### src/rtl/itch_msg_sequencer.sv
// MoldUDP64 payload walker: frames ITCH messages out of a UDP payload byte stream
// and tracks the expected sequence number across packets (gaps, duplicates, truncation).
module itch_msg_sequencer #(
  parameter bit          SESS_CHECK_EN = 1'b1,
  parameter logic [79:0] SESS_ID       = 80'h0,
  parameter int          MAX_MSG_LEN   = 50
) (
  input  logic        clk,
  input  logic        rstN,
  input  logic        payValid,
  input  logic [7:0]  payData,
  input  logic        payStart,
  input  logic        payLast,
  output logic        msgValid,
  output logic [7:0]  msgData,
  output logic        msgFirst,
  output logic        msgLast,
  output logic        msgAbort,
  output logic [63:0] curSeqNum,
  output logic        seqGap,
  output logic [31:0] gapCnt,
  output logic        dupDrop,
  output logic        errLen,
  output logic        errTrunc,
  output logic        sessEnd
);
  typedef enum logic [2:0] {IDLE, SESS, SEQ, CNT, LEN_HI, LEN_LO, BODY, DRAIN} state_t;

  state_t      state;
  logic [15:0] byte_cnt;
  logic [79:0] sess_sr;
  logic        sess_ok;
  logic [63:0] pkt_seq, exp_seq, msg_seq;
  logic        synced;
  logic [7:0]  cnt_hi;
  logic [15:0] msg_len, msg_rem;

  // payStart re-enters SESS from any state, so each byte is decoded against its effective state.
  state_t      eff_state;
  logic [15:0] eff_cnt, cnt_word, len_word;
  logic [79:0] sess_cmp;
  logic        sess_match, sess_bad_end, stale, len_bad, body_last, pkt_done, msg_open;
  logic [64:0] gap_sum;
  logic [31:0] gap_next;

  always_comb begin
    // NOTE: every always_comb output gets a default first so no latch can be inferred.
    eff_state    = payStart ? SESS : state;
    eff_cnt      = payStart ? 16'd0 : byte_cnt;
    sess_cmp     = payStart ? SESS_ID : sess_sr;
    sess_match   = (payData == sess_cmp[79:72]);
    sess_bad_end = SESS_CHECK_EN && (eff_cnt == 16'd9) && !((payStart || sess_ok) && sess_match);
    stale        = synced && (pkt_seq < exp_seq);
    cnt_word     = {cnt_hi, payData};
    len_word     = {msg_len[15:8], payData};
    len_bad      = (len_word == 16'd0) || (len_word > 16'(MAX_MSG_LEN));
    body_last    = ((eff_cnt + 16'd1) == msg_len);
    msg_open     = (state == BODY) && (byte_cnt != 16'd0);
    gap_sum      = {33'd0, gapCnt} + {1'b0, pkt_seq - exp_seq};
    gap_next     = (gap_sum > 65'h0_FFFF_FFFF) ? 32'hFFFF_FFFF : gap_sum[31:0];
    // pkt_done: this byte finishes the packet's useful content, so a payLast here is legal.
    pkt_done     = 1'b0;
    case (eff_state)
      SESS:    pkt_done = sess_bad_end;
      CNT:     pkt_done = (eff_cnt == 16'd1) &&
                          ((cnt_word == 16'hFFFF) || stale || (cnt_word == 16'd0));
      LEN_LO:  pkt_done = len_bad;
      BODY:    pkt_done = body_last && (msg_rem == 16'd1);
      DRAIN:   pkt_done = 1'b1;
      default: pkt_done = 1'b0;
    endcase
  end

  always_ff @(posedge clk or negedge rstN) begin
    if (!rstN) begin
      state     <= IDLE;
      byte_cnt  <= '0;
      sess_sr   <= '0;
      sess_ok   <= 1'b0;
      pkt_seq   <= '0;
      exp_seq   <= '0;
      msg_seq   <= '0;
      synced    <= 1'b0;
      cnt_hi    <= '0;
      msg_len   <= '0;
      msg_rem   <= '0;
      msgValid  <= 1'b0;
      msgData   <= '0;
      msgFirst  <= 1'b0;
      msgLast   <= 1'b0;
      msgAbort  <= 1'b0;
      curSeqNum <= '0;
      seqGap    <= 1'b0;
      gapCnt    <= '0;
      dupDrop   <= 1'b0;
      errLen    <= 1'b0;
      errTrunc  <= 1'b0;
      sessEnd   <= 1'b0;
    end else begin
      // NOTE: non-blocking only; the payLast block below relies on the last assignment winning.
      msgValid <= 1'b0;
      msgFirst <= 1'b0;
      msgLast  <= 1'b0;
      msgAbort <= 1'b0;
      seqGap   <= 1'b0;
      dupDrop  <= 1'b0;
      errLen   <= 1'b0;
      errTrunc <= 1'b0;
      if (payValid) begin
        state    <= eff_state;
        byte_cnt <= eff_cnt + 16'd1;
        if (payStart && msg_open) msgAbort <= 1'b1;
        case (eff_state)
          SESS: begin
            sess_sr <= sess_cmp << 8;
            sess_ok <= (payStart || sess_ok) && sess_match;
            if (eff_cnt == 16'd9) begin
              byte_cnt <= '0;
              if (sess_bad_end) begin
                dupDrop <= 1'b1;
                state   <= DRAIN;
              end else begin
                state <= SEQ;
              end
            end
          end
          SEQ: begin
            pkt_seq <= {pkt_seq[55:0], payData};
            if (eff_cnt == 16'd7) begin
              byte_cnt <= '0;
              state    <= CNT;
            end
          end
          CNT: begin
            cnt_hi <= payData;
            if (eff_cnt == 16'd1) begin
              byte_cnt <= '0;
              if (cnt_word == 16'hFFFF) begin
                sessEnd <= 1'b1;
                state   <= DRAIN;
              end else if (stale) begin
                dupDrop <= 1'b1;
                state   <= DRAIN;
              end else begin
                if (synced && (pkt_seq > exp_seq)) begin
                  seqGap <= 1'b1;
                  gapCnt <= gap_next;
                end
                synced    <= 1'b1;
                exp_seq   <= pkt_seq + {48'd0, cnt_word};
                msg_seq   <= pkt_seq;
                curSeqNum <= pkt_seq;
                msg_rem   <= cnt_word;
                state     <= (cnt_word == 16'd0) ? DRAIN : LEN_HI;
              end
            end
          end
          LEN_HI: begin
            msg_len[15:8] <= payData;
            state         <= LEN_LO;
          end
          LEN_LO: begin
            msg_len  <= len_word;
            byte_cnt <= '0;
            if (len_bad) begin
              errLen <= 1'b1;
              state  <= DRAIN;
            end else begin
              state <= BODY;
            end
          end
          BODY: begin
            msgValid  <= 1'b1;
            msgData   <= payData;
            msgFirst  <= (eff_cnt == 16'd0);
            curSeqNum <= msg_seq;
            if (body_last) begin
              msgLast <= 1'b1;
              msg_rem <= msg_rem - 16'd1;
              msg_seq <= msg_seq + 64'd1;
              state   <= (msg_rem == 16'd1) ? DRAIN : LEN_HI;
            end
          end
          default: ;
        endcase
        if (payLast && (eff_state != IDLE)) begin
          state <= IDLE;
          if (!pkt_done) begin
            errTrunc <= 1'b1;
            if ((eff_state == BODY) && !body_last) msgAbort <= 1'b1;
          end
        end
      end
    end
  end
endmodule

### config.mk
export PLATFORM = sky130hd
export DESIGN_NAME = itch_msg_sequencer
export DESIGN_NICKNAME = d
export VERILOG_FILES = /design/src/rtl/itch_msg_sequencer.sv
export SDC_FILE = /design/constraint.sdc
export NUM_CORES = 1
export LEC_CHECK = 0
export ABC_AREA = 1
export CAP_MARGIN = 25
export CELL_PAD_IN_SITES_DETAIL_PLACEMENT = 1
export CELL_PAD_IN_SITES_GLOBAL_PLACEMENT = 2
export CORE_MARGIN = 3
export CORE_UTILIZATION = 37
export CTS_CLUSTER_SIZE = 40
export DETAILED_ROUTE_END_ITERATION = 6
export MAX_ROUTING_LAYER = met4
export PLACE_DENSITY = 0.86
export SLEW_MARGIN = 20
export SYNTH_ARGS = -nofsm -noshare
export SYNTH_HDL_FRONTEND = slang
export SYNTH_SLANG_ARGS = --single-unit
### constraint.sdc
create_clock -name clk -period 9.21 [get_ports clk]
set_input_delay 1.3815 -clock clk [delete_from_list [all_inputs] [get_ports clk]]
set_output_delay 1.3815 -clock clk [all_outputs]
set_load 0.02 [all_outputs]
# Word level (Yosys, flattened, before mapping)
# Cells that the tools add are included.
# totals
reg_bits,438
input_bits,13
out_inout_bits,113
elab_cells,151
# op_classes
addsub,6
magnitude_cmp,4
eq_ne,19
muxes,63
n_bitwise,2
reduce_logical,33
# op_table
op,n
64-bit 2-to-1 mux,4
64-bit case mux with 2 select lines,2
16-bit 2-to-1 mux,8
80-bit 2-to-1 mux,1
32-bit by 64-bit adder with 65-bit output,1
"65-bit by 32-bit greater-than comparator with 1-bit output, second input constant",1
"64-bit by 1-bit adder with 64-bit output, second input constant",1
64-bit by 16-bit adder with 64-bit output,1
64-bit greater-than comparator,1
64-bit < comparator,1
16-bit case mux with 4 select lines,1
64-bit subtractor,1
16-bit zero test,3
"16-bit by 1-bit == test with 1-bit output, second input constant",2
32-bit 2-to-1 mux,1
16-bit case mux with 2 select lines,1
1-bit 2-to-1 mux,31
3-bit 2-to-1 mux,7
3-bit case mux with 6 select lines,1
"16-bit by 1-bit adder with 16-bit output, second input constant",1
16-bit == test,1
"16-bit == test, second input constant",1
"16-bit by 3-bit == test with 1-bit output, second input constant",1
"16-bit by 4-bit == test with 1-bit output, second input constant",1
21 further kinds,53

# Depth between registers and ports, before layout
# Gate-level depths: netlist (run 1).
# depth
depth_word,9
depth_mapped,36
mapped_depth_nobuf,35

# Least setup slack after synthesis (run 1)
# No wires, ideal clock.
# synth_path
path_kind,input to register
startpoint,input payData[0]
endpoint,register exp_seq[48]
setup_time_ns,0.132
arrival_ns,4.030
required_time_ns,9.078
path_slack_ns,5.049
stages,22
n_path_buf,0
path_cell_list,ha_1 > inv_1 > fa_1 > o21ai_1 > a21oi_1 > inv_1 > nand2_1 > nand2_1 > nand3_1 > nand2_1 > a21oi_1 > o21ai_1 > nand2_1 > nor2_1 > nand2_1 > nor2_2 > nand2_1 > nor2_1 > nand2_1 > xor2_1 > nand2_1 > o21ai_0
# synth_between
elab_chain_len,3
elab_cells_between_ends,4
cone_classes,1 x add/sub; 1 x eq/ne; 1 x bitwise; 1 x reduce/logical
# synth_lines
element,line,source
start: declaration,11,"input logic [7:0] payData,"
"parallel branches: the longest is 3 deep, another holds 64-bit by 16-bit adder with 64-bit output",-,
end signal: assignment,150,"exp_seq <= pkt_seq + {48'd0, cnt_word};"
end: declaration,33,"logic [63:0] pkt_seq, exp_seq, msg_seq;"
# Several ways; the timed one is not identified.
# A chain may end at the register's enable or synchronous reset.

# Final worst setup path (run 1)
# layout_path
startpoint,register pkt_seq[1]
endpoint,register gapCnt[0]
# layout_between
elab_chain_len,4
elab_cells_between_ends,10
cone_classes,2 x add/sub; 3 x order compare; 1 x mux; 1 x bitwise; 3 x reduce/logical
# layout_lines
element,line,source
start: declaration,33,
start signal: assignment,128,"pkt_seq <= {pkt_seq[55:0], payData};"
64-bit subtractor or 64-bit < comparator (tied branches),"59, 53",
32-bit by 64-bit adder with 65-bit output or 1-bit logical AND (tied branches),"59, 53",
65-bit by 32-bit greater-than comparator with 1-bit output or 1-bit inverter (tied branches),-,
32-bit 2-to-1 mux or 6-bit AND reduction (tied branches),-,
end signal: assignment,147,gapCnt <= gap_next;
end: declaration,21,"output logic [31:0] gapCnt,"
# Parallel ways exist; a longest one is shown, timed or not.

==> out/results.txt, run 1 <==
The number of clock buffers added by TritonCTS is 46. The ratio of cells with drive above 1 in the final layout was 0.0711; the number of antenna violations at the first check in global routing was 0. For the number of hold violations in the final report, the log shows 0. The launch point of the critical path is pkt_seq[1].

In this run the vertical extent of the chip is 288 µm. The number of detailed-route iterations in the first pass came out at 5. The cell row count came out at 102. Yosys mapped the design onto 68 distinct sky130hd cell types. The logs give 0.000141 V for the maximum vdd ir drop and 5,635 for the placed instance count.

In the final timing run, aggregate negative setup slack is 0 ns. The tools report the share of synthesized area occupied by flip-flops and latches as 0.312. The count of input and output buffers came out at 125. After the flow finishes, the layout carries non-filler instances totaling 5,721. The mapped netlist covers 29,400 µm². The tools report the capturing element type of the critical path as a flip-flop. The delay contributed by the slowest stage of the critical path was 0.58 ns; the slew at the pin with the worst max-slew slack was 0.930 ns. The most frequently used flop master after synthesis is sky130_fd_sc_hd__dfrtp_1.

The maximum level of the CTS H-tree is 2. On the critical path, the stage with the largest delay is an instance of sky130_fd_sc_hd__dfrtp_1. Share of async-settable or async-resettable flops after synthesis: 1.00. The largest buffer count on any clock path is 3.

By count the netlist is led by sky130_fd_sc_hd__nand2_1, sky130_fd_sc_hd__inv_1, sky130_fd_sc_hd__nor2_1, sky130_fd_sc_hd__dfrtp_1, sky130_fd_sc_hd__o21ai_0. For flop-to-flop paths, the worst setup slack is 3.49 ns. For the placer's final routability congestion estimate, the log shows 0.942. TritonCTS built the clock tree. After detailed routing, the number of vias per cell comes to 5.07.

Yosys mapped a number of flops with a built-in enable equal to 0. The most frequent cell on the critical path was sky130_fd_sc_hd__nand2_1. The startpoint of the worst-slack reg-to-reg timing path is pkt_seq[1]. The clock transition at the registers of the reported paths is 0.06 ns, and the cell count of the worst hold path is 2. The clock arrives with 0.0322 ns of skew. Data on the critical path is required at its endpoint by 9.70 ns. For the number of nets in the layout, the log shows 4,778. The reported leakage power is 0.0165 µW, and the die outline area is 82,800 µm². The worst path needs 5.72 ns of the cycle, external delays included.

Setup repair after global routing left no endpoint under its margin. For this block, the initial DRC count from the detailed router was 1,479. For the worst-skew pair, the clock arrives at the later sink with an insertion delay of 0.59 ns. The repair_antennas step left the layout with diodes totalling 0. In this run the worst setup path terminates at gapCnt[0]. During I/O placement, the number of pins put on the boundary was 126.

The number of DRC violations after detailed routing is 0. The tools report the via count of the first global-routing pass as 29,761. Most frequent cell after synthesis: sky130_fd_sc_hd__nand2_1. The area growth from synthesis to layout is 13.4%. The tools report the initial core utilization as 0.376. The count of pins over their slew limit is 0. Synthesis produced 4,545 cells.

The first global-routing pass estimated 168 mm of wire. In this run, synthesis produced a sequential element count of 366. The run finished with clean final reports.

Cell count of the worst reg-to-reg path: 33. The die span in x is 288 µm, and the average size of a mapped cell is 6.46 µm². The logs give 106 mm for the routed wire length and 0 for the total setup violations reported at the end of the flow.

Hold repair after CTS inserted 0 buffers. Clock net sink count: 366. When the netlist entered floorplanning its net count stood at 4,679. The count of nets left with antenna violations once routing finished came out at 0. Based on the critical path, the design can be clocked at up to 175 MHz. The category of the most critical setup path is flip-flop to flip-flop.

The worst slew margin relative to its limit is 0.380, and the average wire length per cell after detail routing is 18.5 µm. The HPWL after detailed placement is 85.1 mm. The tools report the number of warnings reported in the yosys synthesis log as 0. The share of Yosys cell area claimed by the top area cell type came out at 0.312.

The run gives 0 as the max capacitance violation total. By area the synthesized netlist is led by sky130_fd_sc_hd__dfrtp_1, sky130_fd_sc_hd__nand2_1, sky130_fd_sc_hd__inv_1. Of all nets on the critical path, the largest fanout is 24.

The placeable core area was 78,100 µm². For the total track usage, the log shows 0.263. Part of the cycle the worst path needs: 0.622. The ratio of total power to cell area was 276 nW/µm².

STA classifies the critical path startpoint as a flip-flop. Summing over every cut layer, the via total after detailed routing is 28,988. CTS root buffer: sky130_fd_sc_hd__clkbuf_16. The total congestion overflow was 0. The worst hold path belongs to the class flip-flop to flip-flop. The tools report the pin count of the biggest net entering global routing as 117.

In this run the post-CTS setup repair buffer count came out at 0. The run gives 0 as the number of cells upsized or downsized after cts. Of all cell types, the one taking the most synthesized area is sky130_fd_sc_hd__dfrtp_1. Data on the critical path arrives at its endpoint at 6.21 ns.

In this run the critical register-to-register path is captured at gapCnt[0].
## cells in the final DEF, fill, tap and decap left out, types with 31 or more instances in the layout
| master | synthesis | routed |
|---|---|---|
| sky130_fd_sc_hd__xor2_1 | 99 | 99 |
| sky130_fd_sc_hd__dfrtp_1 | 366 | 366 |
| sky130_fd_sc_hd__clkbuf_16 | 0 | 47 |
| sky130_fd_sc_hd__nand3_1 | 163 | 163 |
| sky130_fd_sc_hd__nor4_1 | 37 | 37 |
| sky130_fd_sc_hd__inv_1 | 699 | 698 |
| sky130_fd_sc_hd__clkdlybuf4s50_1 | 0 | 124 |
| sky130_fd_sc_hd__a21oi_1 | 151 | 150 |
| sky130_fd_sc_hd__nand2_1 | 1438 | 1435 |
| sky130_fd_sc_hd__inv_2 | 44 | 45 |
| sky130_fd_sc_hd__nand4_1 | 63 | 63 |
| sky130_fd_sc_hd__xnor2_1 | 31 | 31 |
| sky130_fd_sc_hd__nand2_2 | 45 | 45 |
| sky130_fd_sc_hd__nor2_2 | 47 | 47 |
| sky130_fd_sc_hd__ha_1 | 118 | 118 |
| sky130_fd_sc_hd__o21ai_0 | 337 | 337 |
| sky130_fd_sc_hd__nor2_1 | 424 | 424 |
| sky130_fd_sc_hd__o21ai_1 | 54 | 53 |
| sky130_fd_sc_hd__nor2_4 | 47 | 47 |
| sky130_fd_sc_hd__nor3_1 | 95 | 94 |
## metal layers
layer / global-route usage / vias to the layer above / wire (µm)
met5: - / - / 0
met4: 0.0562 / 0 / 2340
met3: 0.0230 / 117 / 3050
met2: 0.411 / 404 / 47100
met1: 0.372 / 13913 / 53200
li1: - / 14554 / -
## through the flow
| step | power, µW | setup slack, ns | area [µm²] | util | hold slack [ns] |
|---|---|---|---|---|---|
| after floorplan | 5570 | 5.05 | 29400 | - | 0.448 |
| after global placement | 7150 | 3.21 | 31700 | 0.405 | 0.467 |
| after detailed placement | 7220 | 3.14 | 31700 | 0.405 | 0.464 |
| after CTS | 9240 | 3.12 | 33300 | 0.426 | 0.490 |
| after global routing | 9970 | 3.07 | 33300 | 0.427 | 0.508 |
| final | 9190 | 3.49 | 33300 | 0.427 | 0.482 |
## cells by family after synthesis
logic type / after synthesis / synth area share
flops: 366 / 0.312
xor+xnor: 130 / 0.0388
fa+ha+maj: 121 / 0.0523
buf+inv: 841 / 0.111
mux: 25 / 0.00882
compound gates: 646 / 0.119
simple gates: 2416 / 0.358
## final cells by class
| class | instances | area [µm²] |
|---|---|---|
| repair buffers | 145 | 1440 |
| well taps | 1040 | 1300 |
| flip-flops and latches | 366 | 9160 |
| inverters | 747 | 2810 |
| fillers | 10308 | 44800 |
| multi-input cells | 3338 | 17000 |
| clock buffers | 63 | 1320 |
| clock inverters | 22 | 309 |
## worst min-delay path by stage
stage | endpoint | start
CTS | curSeqNum[62] | curSeqNum[62]
detailed placement | curSeqNum[48] | curSeqNum[48]
floorplan | sess_ok | sess_ok
global placement | curSeqNum[20] | curSeqNum[20]
global route | curSeqNum[56] | curSeqNum[56]
finish | curSeqNum[6] | curSeqNum[6]
## where the power goes
group	total (µW)	switching, µW	leakage [µW]	internal, µW
Clock	1940	769	0.000800	1170
Sequential	2610	573	0.00454	2040
Combinational	4640	3120	0.0111	1520
Total	9190	4460	0.0165	4730
## critical path: cells and delay by family (launching register included)
family	cells	cell delay, ns
and+or+nand+nor	21	2.24
buffers and inverters	5	0.89
adders and majority gates	2	0.85
AOI/OAI and AO/OA	4	0.67
DFF	1	0.58
xor gates and xnor gates	1	0.32
## sequential cells by signal (all words and copies together) (netlist names), 3 cells and up
| signal | flops |
|---|---|
| curSeqNum | 64 |
| exp_seq | 64 |
| msg_seq | 64 |
| pkt_seq | 64 |
| gapCnt | 32 |
| byte_cnt | 16 |
| msg_len | 16 |
| msg_rem | 16 |
| cnt_hi | 8 |
| msgData | 8 |
| state | 3 |
Power figures use the tool's default switching activity.
==> inputs of run 2 (changes only) <==
- CORE_UTILIZATION: 37 -> 31
- PLACE_DENSITY: 0.86 -> 0.77
- clock period: 9.21 -> 4.7 ns (I/O delays scaled with it)
==> run 2 against run 1 <==
Sequential power grew 89%. Final cell count grew 8.2%. Largest cell class unchanged. Sequential cell count did not move. Highest routed layer unchanged. Wire length rose by 7.9%. Register-to-register slack got worse by 3.4 ns.
==> out/results.txt, run 2 (same netlist as run 1, synthesis figures left out) <==
The flow ran to the end, and the final reports show no timing, DRC or antenna violations. The total congestion overflow is 0 (unchanged), and the count of pins over their slew limit is 0 (unchanged). The count of buffering cells on the critical path with inverters included was 7 (+2). The arrival time of the worst setup path came out at 5.09 ns (-1.12 ns). The per-cell via count in the routed design was 4.85 (-4.3%); the remaining antenna violation count was 0 (unchanged). Core utilization of the finished layout: 0.396 (-0.0309). The area growth from synthesis to layout works out to 26.1%. The worst setup path is captured at a flip-flop. The tools report the half-perimeter wire length after placement as 91.7 mm (+7.7%). The tools report the worst setup slack after layout as 0.0935 ns (-3.39 ns). Setup repair after global routing could not meet its margin everywhere. In this design, the largest share of critical-path delay is due to simple AND/OR/NAND/NOR gates. In this run the clock root is driven by a sky130_fd_sc_hd__clkbuf_16.

The average wire length per cell after detail routing works out to 18.4 µm (-0.29%). The number of hold violations in the final report is 0 (unchanged), and the first-pass GRT wire length is 178 mm (+5.5%). The run gives 126 (unchanged) as the number of placed I/O pins. Leaving out fill and tap cells, the most frequent cells in the layout are sky130_fd_sc_hd__nand2_1, sky130_fd_sc_hd__inv_1, sky130_fd_sc_hd__nor2_1, sky130_fd_sc_hd__dfrtp_1, sky130_fd_sc_hd__o21ai_0. The vertical extent of the die is 314 µm (+9.1%), and the maximum fanout along the worst path is 8 (-67%).

For the worst slew margin relative to its limit, the log shows 0.424 (+0.0438). For the clock net sink count, the log shows 366 (unchanged). The placeable core area is 93,600 µm² (+20%), and the source-to-sink clock delay at the later pin of the worst-skew pair is 0.62 ns (+0.03 ns). The ratio of total power to cell area was 547 nW/µm² (+98%). The initial core utilization is 0.314 (-0.0623), and the delay contributed by the slowest stage of the critical path is 0.40 ns (-0.18 ns). The routed wire length came out at 114 mm (+7.9%).

TritonCTS built the clock tree. The class of the tightest hold or removal check was primary input to asynchronous set/reset pin. The maximum vdd ir drop was 0.000279 V (+97%); the die outline area was 98,500 µm² (+19%).

The filler cell count is 12,101 (+17%). The run gives 1,500 (+1.4%) as the violation count after the first detailed-routing iteration. The worst clock skew is 0.0286 ns (-0.00351 ns), and the die span in x is 314 µm (+9.1%). The part of the cycle the worst path needs came out at 0.980 (+0.359).

The final standard cell count with taps included and fillers excluded was 6,191 (+8.2%); the ratio of cells with drive above 1 in the final layout was 0.167 (+0.0956). The maximum level of the CTS H-tree was 2 (unchanged); the reported leakage power was 0.0179 µW (+8.6%). The pre-CTS setup slack was -0.225 ns (-3.37 ns). The number of detailed-route iterations in the first pass was 5 (unchanged); the total setup violations reported at the end of the flow was 0 (unchanged). The number of CTS-inserted buffers came out at 46 (unchanged). The logs give 6,075 (+7.8%) for the placed instance count and 18,300 µm² (+7.8%) for the total area of multi-input combinational cells.

The total track usage was 0.235 (-0.0282); the count of input and output buffers was 125 (unchanged). Max capacitance violation total: 0 (unchanged). The minimum clock period after layout is 4.61 ns (-1.12 ns), and the cell row count is 112 (+9.8%). The tools report the via count as 30,020 (+3.6%).

The type of origin of the critical path is a flip-flop. The tools report the number of antenna cells inserted as 0 (unchanged). The run gives 0.915 (-2.8%) as the placer's final routability congestion estimate.

Most frequent cell on the critical path: sky130_fd_sc_hd__nand2_1. Highest-delay cell along the critical path: sky130_fd_sc_hd__dfrtp_1. Clock transition at the registers of the reported paths: 0.06 ns (about the same). The logs give 9170 µm² (about the same) for the flip-flop and latch area and 30,869 (+3.7%) for the via count of the first global-routing pass. The number of antenna violations at the first check in global routing came out at 0 (unchanged).

The category of the most critical setup path was flip-flop to flip-flop. The number of nets in the layout was 5,034 (+5.4%). The leading cell type in the layout, fill and taps excluded was sky130_fd_sc_hd__nand2_1. The logs give 217 MHz (+24%) for the highest clock rate and 5.18 ns (-4.52 ns) for the data required time of the worst path. The tools report the number of DRC violations after detailed routing as 0 (unchanged). The tools report the pin count of the biggest net entering global routing as 122 (+4.3%). The slew at the pin with the worst max-slew slack works out to 0.864 ns (-0.0657 ns).

The largest buffer count on any clock path came out at 3 (unchanged).
run 2: path summary, 6_finish.rpt:
kind | startpoint | to | slack [ns] | depth (start not counted)
min reg2reg | curSeqNum[58] | curSeqNum[58] | 0.48 | 2
min in group clk | curSeqNum[58] | curSeqNum[58] | 0.48 | 2
min | rstN | gapCnt[9] | 0.13 | 1
max | exp_seq[21] | gapCnt[24] | 0.09 | 35
max in group asynchronous | rstN | exp_seq[61] | 3.45 | 2
max reg2reg | exp_seq[21] | gapCnt[24] | 0.09 | 35
run 2: worst reg2reg max path: cells and delay by family, from the launching register on:
family        cells  cell delay (ns)
flops             1             0.40
fa+ha+maj         2             0.49
xor+xnor          1             0.19
simple gates     25             2.58
buf+inv           7             0.81
run 2: repair_timing:
action                                  in CTS  in global routing
buffers inserted                             8                 22
endpoints found under the setup margin      32                 32
endpoints found under the hold margin        0                  0
gates resized for setup                     66                233
pin swaps                                   12                 70
hold buffers                                 0                  0
gates cloned                                 2                  0
run 2: area by class of cell:
type | count | share of cell area
clock buffers | 61 | 0.0337
clock inverters | 24 | 0.0108
multi-input cells | 3338 | 0.494
repair buffers | 401 | 0.0954
well taps | 1254 | 0.0424
flip-flops and latches | 366 | 0.247
inverters | 747 | 0.0759
run 2: stage by stage:
step	power (µW)	cell area [µm²]	TNS, ns	hold slack, ns
2_1_floorplan	10900	29400	0	0.409
3_3_place_gp	15100	33800	-4.15	0.469
3_5_place_dp	15200	33800	-5.89	0.465
4_1_cts	19500	35800	-0.0947	0.140
5_1_grt	22000	37000	-5.63	0.168
6_report	20300	37000	0	0.132
run 2: where the power goes:
group / internal (µW) / switching (µW)
combinational: 4290 / 7100
sequential: 4000 / 931
clock: 2420 / 1520
run 2: metal layers:
metal / vias up / part of all wire / global-route usage / routed length [µm]
li1: 15046 / - / - / -
met1: 14398 / 0.51 / 0.335 / 57900
met2: 429 / 0.43 / 0.354 / 49300
met3: 147 / 0.029 / 0.0231 / 3290
met4: 0 / 0.031 / 0.0640 / 3540
met5: - / 0 / - / 0
